## config.mk

```make
export PLATFORM = sky130hd
export DESIGN_NAME = spi_sensor_seq_flat
export DESIGN_NICKNAME = d
export VERILOG_FILES = /design/src/rtl/spi_seq_pkg.sv /design/src/rtl/spi_sensor_seq_if.sv /design/src/rtl/seq_tick_gen.sv /design/src/rtl/spi_sensor_seq.sv /design/src/flat_wrapper.sv
export SDC_FILE = /design/constraint.sdc
export NUM_CORES = 1
export LEC_CHECK = 0
export BUFFER_PORTS_ARGS = -buffer_cell sky130_fd_sc_hd__buf_2
export CAP_MARGIN = 20
export CORE_MARGIN = 10
export CORE_UTILIZATION = 50
export DETAILED_ROUTE_END_ITERATION = 7
export PLACE_DENSITY = 0.71
export SETUP_SLACK_MARGIN = 0.02
export SLEW_MARGIN = 0
export SYNTH_ARGS = -nofsm -noshare
export SYNTH_HDL_FRONTEND = slang
export SYNTH_SLANG_ARGS = --single-unit
```

## constraint.sdc

```tcl
create_clock -name clk -period 2.3 [get_ports clk]
set_input_delay 0.115 -clock clk [delete_from_list [all_inputs] [get_ports clk]]
set_output_delay 0.115 -clock clk [all_outputs]
set_load 0.05 [all_outputs]
```

## src/rtl/spi_seq_pkg.sv

```systemverilog
// Shared types and helpers for the SPI sensor command sequencer.
package spi_seq_pkg;

  typedef enum logic [3:0] {
    INIT0,
    WAIT0,
    INIT1,
    WAIT1,
    IDLE,
    RD_LO,
    WAIT_LO,
    RD_HI,
    WAIT_HI,
    PUBLISH
  } seq_state_t;

  localparam logic RD_BIT = 1'b1;

  function automatic logic [15:0] rd_cmd(input logic [6:0] addr);
    return {RD_BIT, addr, 8'h00};
  endfunction

endpackage

```

## src/rtl/spi_sensor_seq_if.sv

```systemverilog
// Command/response handshake between the sequencer and the SPI master.
interface spi_sensor_seq_if;
  logic        wrt;
  logic [15:0] cmd;
  logic        done;
  logic [15:0] spi_rd_data;

  modport master (output wrt, output cmd, input done, input spi_rd_data);
  modport slave  (input wrt, input cmd, output done, output spi_rd_data);
endinterface

```

## src/rtl/seq_tick_gen.sv

```systemverilog
// Free-running sample divider: one-cycle tick every SAMPLE_DIV enabled clocks.
module seq_tick_gen #(
  parameter int unsigned SAMPLE_DIV = 5000
) (
  input  logic clk,
  input  logic rst,
  input  logic en,
  output logic tick
);
  localparam int unsigned CW = (SAMPLE_DIV > 1) ? $clog2(SAMPLE_DIV) : 1;
  localparam logic [CW-1:0] LAST = (SAMPLE_DIV > 0) ? CW'(SAMPLE_DIV - 1) : '0;

  logic [CW-1:0] cnt_q, cnt_d;
  logic          at_last;

  // A divider of zero never reaches its terminal count.
  assign at_last = (SAMPLE_DIV != 0) && (cnt_q == LAST);
  assign tick    = en && at_last;

  always_comb begin
    cnt_d = cnt_q;
    if (en && (SAMPLE_DIV != 0)) begin
      cnt_d = at_last ? '0 : cnt_q + CW'(1);
    end
  end

  always_ff @(posedge clk) begin
    if (rst) begin
      cnt_q <= '0;
    end else begin
      cnt_q <= cnt_d;
    end
  end
endmodule

```

## src/rtl/spi_sensor_seq.sv

```systemverilog
// Sequencer ahead of the SPI master: configures the sensor, then reads
// lo/hi sample registers on trigger or timer and publishes 16-bit samples.
module spi_sensor_seq
  import spi_seq_pkg::*;
#(
  parameter logic [15:0] INIT_CMD0  = 16'h0D02,
  parameter logic [15:0] INIT_CMD1  = 16'h1062,
  parameter logic [6:0]  ADDR_LO    = 7'h22,
  parameter logic [6:0]  ADDR_HI    = 7'h23,
  parameter int unsigned SAMPLE_DIV = 5000,
  parameter int unsigned TIMEOUT    = 1024
) (
  input  logic                    clk,
  input  logic                    rst,
  input  logic                    trig,
  input  logic                    clr_err,
  spi_sensor_seq_if.master        spi,
  output logic                    init_done,
  output logic [15:0]             sample,
  output logic                    sample_vld,
  output logic                    busy,
  output logic                    overrun,
  output logic                    timeout_err
);
  localparam int unsigned WCW = (TIMEOUT > 0) ? $clog2(TIMEOUT + 1) : 1;

  seq_state_t     state_q, state_d;
  logic           wrt_q, wrt_d;
  logic [15:0]    cmd_q, cmd_d;
  logic           init_done_q, init_done_d;
  logic [15:0]    sample_q, sample_d;
  logic           sample_vld_q, sample_vld_d;
  logic           overrun_q, overrun_d;
  logic           timeout_err_q, timeout_err_d;
  logic           pending_q, pending_d;
  logic [WCW-1:0] wait_cnt_q, wait_cnt_d;
  logic [7:0]     lo_q, lo_d, hi_q, hi_d;

  logic tick, req, wait_state, timed_out, ovr_set, tmo_set;
  logic rd_data_unused;

  seq_tick_gen #(.SAMPLE_DIV(SAMPLE_DIV)) u_tick (
    .clk  (clk),
    .rst  (rst),
    .en   (init_done_q),
    .tick (tick)
  );

  assign req        = trig | tick;
  assign wait_state = (state_q == WAIT0) || (state_q == WAIT1) ||
                      (state_q == WAIT_LO) || (state_q == WAIT_HI);
  assign timed_out  = wait_state && !spi.done && (wait_cnt_q == WCW'(TIMEOUT));
  // Only the low byte of each read carries register data.
  assign rd_data_unused = ^spi.spi_rd_data[15:8];

  always_comb begin
    state_d      = state_q;
    wrt_d        = 1'b0;
    cmd_d        = cmd_q;
    init_done_d  = init_done_q;
    sample_d     = sample_q;
    sample_vld_d = 1'b0;
    pending_d    = pending_q;
    lo_d         = lo_q;
    hi_d         = hi_q;
    ovr_set      = 1'b0;
    tmo_set      = 1'b0;
    // Entry into a WAIT state always comes from an issue state, so the
    // counter is already zero when a wait begins.
    wait_cnt_d   = wait_state ? wait_cnt_q + WCW'(1) : '0;

    if (req && init_done_q && (state_q != IDLE)) begin
      if (pending_q) ovr_set   = 1'b1;
      else           pending_d = 1'b1;
    end

    case (state_q)
      INIT0: begin
        wrt_d   = 1'b1;
        cmd_d   = INIT_CMD0;
        state_d = WAIT0;
      end
      WAIT0: begin
        if (spi.done) begin
          state_d = INIT1;
        end else if (timed_out) begin
          tmo_set = 1'b1;
          state_d = INIT0;
        end
      end
      INIT1: begin
        wrt_d   = 1'b1;
        cmd_d   = INIT_CMD1;
        state_d = WAIT1;
      end
      WAIT1: begin
        if (spi.done) begin
          init_done_d = 1'b1;
          state_d     = IDLE;
        end else if (timed_out) begin
          tmo_set = 1'b1;
          state_d = INIT0;
        end
      end
      IDLE: begin
        if (req || pending_q) begin
          pending_d = 1'b0;
          state_d   = RD_LO;
        end
      end
      RD_LO: begin
        wrt_d   = 1'b1;
        cmd_d   = rd_cmd(ADDR_LO);
        state_d = WAIT_LO;
      end
      WAIT_LO: begin
        if (spi.done) begin
          lo_d    = spi.spi_rd_data[7:0];
          state_d = RD_HI;
        end else if (timed_out) begin
          tmo_set = 1'b1;
          state_d = IDLE;
        end
      end
      RD_HI: begin
        wrt_d   = 1'b1;
        cmd_d   = rd_cmd(ADDR_HI);
        state_d = WAIT_HI;
      end
      WAIT_HI: begin
        if (spi.done) begin
          hi_d    = spi.spi_rd_data[7:0];
          state_d = PUBLISH;
        end else if (timed_out) begin
          tmo_set = 1'b1;
          state_d = IDLE;
        end
      end
      PUBLISH: begin
        sample_d     = {hi_q, lo_q};
        sample_vld_d = 1'b1;
        state_d      = IDLE;
      end
      default: state_d = INIT0;
    endcase

    overrun_d     = clr_err ? 1'b0 : (overrun_q | ovr_set);
    timeout_err_d = clr_err ? 1'b0 : (timeout_err_q | tmo_set);
  end

  always_ff @(posedge clk) begin
    if (rst) begin
      state_q       <= INIT0;
      wrt_q         <= 1'b0;
      cmd_q         <= '0;
      init_done_q   <= 1'b0;
      sample_q      <= '0;
      sample_vld_q  <= 1'b0;
      overrun_q     <= 1'b0;
      timeout_err_q <= 1'b0;
      pending_q     <= 1'b0;
      wait_cnt_q    <= '0;
    end else begin
      state_q       <= state_d;
      wrt_q         <= wrt_d;
      cmd_q         <= cmd_d;
      init_done_q   <= init_done_d;
      sample_q      <= sample_d;
      sample_vld_q  <= sample_vld_d;
      overrun_q     <= overrun_d;
      timeout_err_q <= timeout_err_d;
      pending_q     <= pending_d;
      wait_cnt_q    <= wait_cnt_d;
    end
  end

  // Byte holding registers are pure data; PUBLISH only reads them after a fresh load.
  always_ff @(posedge clk) begin
    lo_q <= lo_d;
    hi_q <= hi_d;
  end

  assign spi.wrt     = wrt_q;
  assign spi.cmd     = cmd_q;
  assign init_done   = init_done_q;
  assign sample      = sample_q;
  assign sample_vld  = sample_vld_q;
  assign busy        = (state_q != IDLE);
  assign overrun     = overrun_q;
  assign timeout_err = timeout_err_q;
endmodule

```

## src/flat_wrapper.sv

```systemverilog
// flat-port wrapper written by rule: the top's interface ports become plain ports
module spi_sensor_seq_flat import spi_seq_pkg::*;
#(
  parameter logic [15:0] INIT_CMD0  = 16'h0D02,
  parameter logic [15:0] INIT_CMD1  = 16'h1062,
  parameter logic [6:0]  ADDR_LO    = 7'h22,
  parameter logic [6:0]  ADDR_HI    = 7'h23,
  parameter int unsigned SAMPLE_DIV = 5000,
  parameter int unsigned TIMEOUT    = 1024
)
  (clk, rst, trig, clr_err, init_done, sample, sample_vld, busy, overrun, timeout_err, spi_wrt, spi_cmd, spi_done, spi_spi_rd_data);
  spi_sensor_seq_if spi_i ();
  input  logic clk;
  input  logic rst;
  input  logic trig;
  input  logic clr_err;
  output logic init_done;
  output logic [15:0] sample;
  output logic sample_vld;
  output logic busy;
  output logic overrun;
  output logic timeout_err;
  output wire logic [$bits(spi_i.wrt)-1:0] spi_wrt;
  output wire logic [$bits(spi_i.cmd)-1:0] spi_cmd;
  input wire logic [$bits(spi_i.done)-1:0] spi_done;
  input wire logic [$bits(spi_i.spi_rd_data)-1:0] spi_spi_rd_data;
  assign spi_wrt = spi_i.wrt;
  assign spi_cmd = spi_i.cmd;
  assign spi_i.done = spi_done;
  assign spi_i.spi_rd_data = spi_spi_rd_data;
  spi_sensor_seq #(.INIT_CMD0(INIT_CMD0), .INIT_CMD1(INIT_CMD1), .ADDR_LO(ADDR_LO), .ADDR_HI(ADDR_HI), .SAMPLE_DIV(SAMPLE_DIV), .TIMEOUT(TIMEOUT)) u_core (.clk(clk), .rst(rst), .trig(trig), .clr_err(clr_err), .spi(spi_i), .init_done(init_done), .sample(sample), .sample_vld(sample_vld), .busy(busy), .overrun(overrun), .timeout_err(timeout_err));
endmodule
```

## After elaboration in Yosys (flattened, before gate mapping)

Index checks and enable logic that the tools add are counted.

- Flip-flop bits (word level): 82
- Output and inout port bits: 38

- Add/subtract/negate cells: 2
- Multiplexer cells: 20
- Equal/unequal tests: 13
- Bitwise operators: 4
- Reduce and logical (&&, ||, !) cells: 19

Operator list:

| cell | number |
|---|---|
| case mux 16 bit (4 select lines) | 1 |
| case mux 4 bit (10 select lines) | 1 |
| 2-to-1 mux 4 bit | 7 |
| equality test 4 x 3 -> 1 bit (second input constant) | 4 |
| adder 13 x 1 -> 13 bit (second input constant) | 1 |
| equality test 13 bit (second input constant) | 1 |
| 2-to-1 mux 13 bit | 1 |
| adder 11 x 1 -> 11 bit (second input constant) | 1 |
| equality test 11 bit (second input constant) | 1 |
| 2-to-1 mux 1 bit | 10 |
| equality test 4 x 2 -> 1 bit (second input constant) | 2 |
| equality test 4 bit (second input constant) | 2 |
| OR reduction 4 bit | 2 |
| AND reduction 2 bit | 3 |
| logical AND 1 bit | 5 |
| equality test 4 x 1 -> 1 bit (second input constant) | 1 |
| logical NOT 4 bit | 1 |
| logical OR 1 bit | 4 |
| inequality test 4 x 3 -> 1 bit (second input constant) | 1 |
| nonzero test 4 bit | 1 |
| OR reduction 2 bit | 2 |
| OR 1 bit | 3 |
| inequality test 2 x 1 -> 1 bit (second input constant) | 1 |
| logical NOT 1 bit | 1 |
| inverter 1 bit | 1 |

## Depth between registers and ports, before layout

- Depth in word-level cells: 10
- Mapped depth: 7
- Gate-level depth less buffers: 6

## By module

Synthesis repeated with hierarchy kept, for this count alone.

- Cell total of the unflattened synthesis: 321
- Area total of the unflattened synthesis: 3036.7 um^2

Modules (own cells, without submodules):

| module | cells an instance | area each (um^2) | times used |
|---|---|---|---|
| spi_sensor_seq | 253 | 2441.1 | 1 |
| seq_tick_gen | 68 | 595.6 | 1 |

## Worst setup path before layout

Ideal clock, no wire load.

- Path type: reg2reg
- From: register u_core.state_q[1]
- To: register u_core.hi_q[0] (enable)
- Setup slack: 0.320 ns
- Stages on the path, launching flop included: 4
- Setup time: 0.383 ns
- Period minus slack after synthesis: 1.980 ns
- Arrival time: 1.597 ns
- Buffers on the path: 1
- Cells stage by stage: dfxtp_1 clkbuf_1 or3b_2 nor3_1

- Word-level cells in the longest chain between the ends: 2

Ends and longest elaborated chain:

| item | line | text |
|---|---|---|
| from (decl) | spi_sensor_seq.sv:27 | `seq_state_t state_q, state_d;` |
| from (signal assigned) | spi_sensor_seq.sv:164 | `state_q <= state_d;` |
| equality test 4 bit | spi_sensor_seq.sv:77 | `case (state_q)` |
| AND reduction 2 bit (no line) | n/a |  |
| to (signal assigned) | spi_sensor_seq.sv:180 | `hi_q <= hi_d;` |
| to (decl) | spi_sensor_seq.sv:37 | `logic [7:0] lo_q, lo_d, hi_q, hi_d;` |

No other way between the ends.
A chain may end at the register's enable or synchronous reset.

## Worst setup path after layout

- From: register u_core.state_q[3]
- To: output busy

- Word-level cells in the longest chain between the ends: 1

Ends and longest elaborated chain:

| item | line | text |
|---|---|---|
| inequality test 4 x 3 -> 1 bit | spi_sensor_seq.sv:188 | `assign busy = (state_q != IDLE);` |
| to (decl) | flat_wrapper.sv:20 | `output logic busy;` |

No other way between the ends.

==> flow_summary_export.csv <==
group,metric,value,unit
power,p_sw_frac,0.256,
die,start_util,0.525,
yosys,syn_avg_cell_area,9.44,sq um
die,die_h,97.0,microns
sta,hold_viol,0,
clock_network,hold_buffers,8,
layout,nNetsFinal,384,
clock_network,cts_buffer_depth,2,
min_path,hp-class,"in2reg",
worst_setup_path,crit_family,"simple AND/OR/NAND/NOR gates",
global_routing,grt_max_degree,31,
worst_setup_path,slowest_delay,470,ps
layout,layout-drive-gt1-share,0.205,
power,p_int,1.72,mW
power,p_per_area,677,nW/um^2
yosys,synth_cells,314,
run_status,status,"finished, final reports clean",
sta,grt_setup_unrepaired,"no",
layout,final_cell_mix,"55 x dfxtp_1, 44 x buf_2, 43 x nand2_1, 36 x nor2_1, 28 x a21oi_1",
job,maxCapViolations,0,
detailed_routing,drtAntennaViolNets,0,
sta,tightest_slew,586,ps
sta,period_minus_slack,1830,ps
min_path,holdPathStages,3,
clock_network,clk_latency,340,ps
placement,dp_cells,413,
placement,gp_congestion,0.793,
sta,clock_skew,5.09,ps
clock_network,cts_resized,0,
sta,slew_headroom,0.608,
min_path,min_from,"clr_err",
clock_network,post-cts-setup-buffers,0,
detailed_routing,drcViolationCount,0,
sta,timing.fmax,0.546,GHz
yosys,synth_edf_count,16,
global_routing,overflow,0,
worst_setup_path,path_class,"reg2out",
power,combPwrFrac,0.078,
yosys,synthArstFlopShare,0,
yosys,seq_area_frac_synth,0.534,
worst_setup_path,crit_chain,"nand2b_1, or3_1, buf_2",
clock_network,cts_root_buf,"clkbuf_8",
worst_setup_path,reg2regPathDepth,4,
detailed_routing,drtIter0Drc,130,
worst_setup_path,worstPathArrival,1720,ps
power,vdd_drop_max,510,uV
detailed_routing,wl_per_cell,13.5,microns
layout,diodes,0,
yosys,ys_seq_elements,71,
sta,setup_tns,0,ps
die,core_area,5640,sq um
power,power.share.clock,0.355,
die,row_count,27,
clock_network,htreeDepth,3,
clock_network,cts_sinks,71,
detailed_routing,totalWireLength,5890,microns
worst_setup_path,worstReg2RegStart,"u_core.state_q[3]",
die,die_x,97.0,microns
layout,layout.cells.non_filler,437,
power,p_switching,592,uW
global_routing,antenna_found_initial,0,
yosys,synth_cell_types,45,
layout,final_common_cell,"dfxtp_1",
placement,portBuffers,44,
sta,maxSlewViolCount,0,
worst_setup_path,worstSetupEndpointType,"output port",
clock_network,clk_pin_slew,70,ps
yosys,ys.flop_type,"dfxtp_1",
worst_setup_path,worst-path-buf-inv,1,
sta,setup_violations,0,
power,power_frac_seq,0.566,
layout,area_growth,15.4,%
layout,nFillCells,500,
clock_network,cts_buffers,9,
clock_network,cts_tree,"done",
die,ios,59,
worst_setup_path,crit_required,2180,ps
detailed_routing,vias,2213,
yosys,yosysWarnings,0,
min_path,hold_end,"u_core.timeout_err",
power,p_leak,1.32,nW
placement,dpl.hpwl,4090,microns
sta,whs,30.9,ps
global_routing,grt_pass1_vias,2155,
worst_setup_path,cp-start-kind,"flop",
yosys,synth_area,2960,sq um
worst_setup_path,r2r_end,"u_core.wait_cnt_q[5]",
die,die_area,9410,sq um
detailed_routing,viasPerCell,5.06,
worst_setup_path,crit_fanout,18,
global_routing,grt_first_pass_wirelength,9980,microns
sta,fin_crit_sh,0.796,
worst_setup_path,r2r_slack,470,ps
global_routing,gr-usage-all-layers,0.125,
detailed_routing,drtPass1Iterations,4,
worst_setup_path,critPathSlowestCell,"dfxtp_1",
-- per-stage QoR --
step	setup slack [ps]	area, sq um	utilization	power, mW
finish	469	3420	0.606	2.32
global route	226	3420	0.606	2.40
detailed placement	495	3180	0.563	1.51
global placement	499	3180	0.563	1.51
CTS	444	3420	0.606	2.35
floorplan	320	2980	-	1.48
-- flip-flops by register name, summed over array words and instances (netlist names) --
name,cells
u_core.hi_q,8
u_core.init_done,1
u_core.lo_q,8
u_core.overrun,1
u_core.pending_q,1
u_core.sample,16
u_core.sample_vld,1
u_core.spi.cmd,5
u_core.spi.wrt,1
u_core.state_q,4
u_core.timeout_err,1
u_core.u_tick.cnt_q,13
u_core.wait_cnt_q,11
-- worst register-to-register path: stages (launching register included) --
cell     delay [ps]
dfxtp_1         650
and3b_1         260
o31ai_1         400
or2_2           330
nor2_1           80
-- kinds of logic (layout without fill, tap and decap cells) --
group / after synthesis / in the layout / synth area share
DFF: 71 / 71 / 0.534
and+or+nand+nor: 134 / 134 / 0.229
other: 1 / 6 / 0.00127
adders and majority gates: 3 / 3 / 0.0127
muxes: 1 / 1 / 0.00338
xor gates and xnor gates: 22 / 22 / 0.0650
AOI/OAI and AO/OA: 49 / 49 / 0.0954
buffers and inverters: 33 / 79 / 0.0595
-- per-layer routing --
metal | up-vias | wire length [microns] | global-route usage
met5 | - | 0 | 0
met4 | 0 | 104 | 0.0485
met3 | 10 | 388 | 0.0596
met2 | 44 | 2830 | 0.207
met1 | 1016 | 2570 | 0.136
li1 | 1143 | - | -
-- final cells by class --
class                   instances  area (sq um)  share of cell area
flip-flops and latches         71          1580               0.462
multi-input cells             215          1220               0.358
repair buffers                 57           338              0.0988
clock buffers                   9           124              0.0362
well taps                      72          90.1              0.0263
clock inverters                 7          40.0              0.0117
inverters                       6          22.5             0.00658
-- power by group through the flow --
stage	Clock (mW)	Sequential (mW)	Combinational (mW)
6_report	0.823	1.31	0.182
5_1_grt	0.893	1.31	0.197
4_1_cts	0.854	1.31	0.183
3_5_place_dp	0	1.34	0.171
3_3_place_gp	0	1.34	0.169
2_1_floorplan	0	1.36	0.124
-- worst max-delay path by stage --
stage	startpoint	end	depth (start not counted)	slack (ps)
floorplan	u_core.state_q[1]	u_core.hi_q[0]	3	320
global placement	u_core.state_q[3]	u_core.state_q[1]	4	500
detailed placement	u_core.state_q[3]	u_core.state_q[1]	4	490
CTS	u_core.state_q[2]	busy	3	440
global route	u_core.state_q[3]	u_core.state_q[1]	4	230
finish	u_core.state_q[3]	busy	3	470
-- cells in the mapped netlist, types with 3 or more instances --
| cell | number | area (sq um) |
|---|---|---|
| a21oi_1 | 28 | 140 |
| nor3_1 | 6 | 30.0 |
| xor2_1 | 12 | 105 |
| buf_2 | 3 | 15.0 |
| xnor2_1 | 10 | 87.6 |
| buf_4 | 11 | 82.6 |
| nand2b_1 | 3 | 18.8 |
| nand4_1 | 9 | 56.3 |
| nand2_1 | 43 | 161 |
| and4_1 | 3 | 26.3 |
| inv_1 | 6 | 22.5 |
| or2_2 | 4 | 25.0 |
| ha_1 | 3 | 37.5 |
| o21ai_0 | 10 | 50.1 |
| nor2_1 | 36 | 135 |
| nor4_1 | 3 | 18.8 |
| and3_1 | 3 | 18.8 |
| clkbuf_1 | 12 | 45.0 |
| edfxtp_1 | 16 | 480 |
| dfxtp_1 | 55 | 1100 |
| o21a_1 | 3 | 22.5 |
| nor2b_1 | 6 | 37.5 |
| nand3_1 | 7 | 35.0 |
Note: power is estimated with default switching activity, not from simulation.
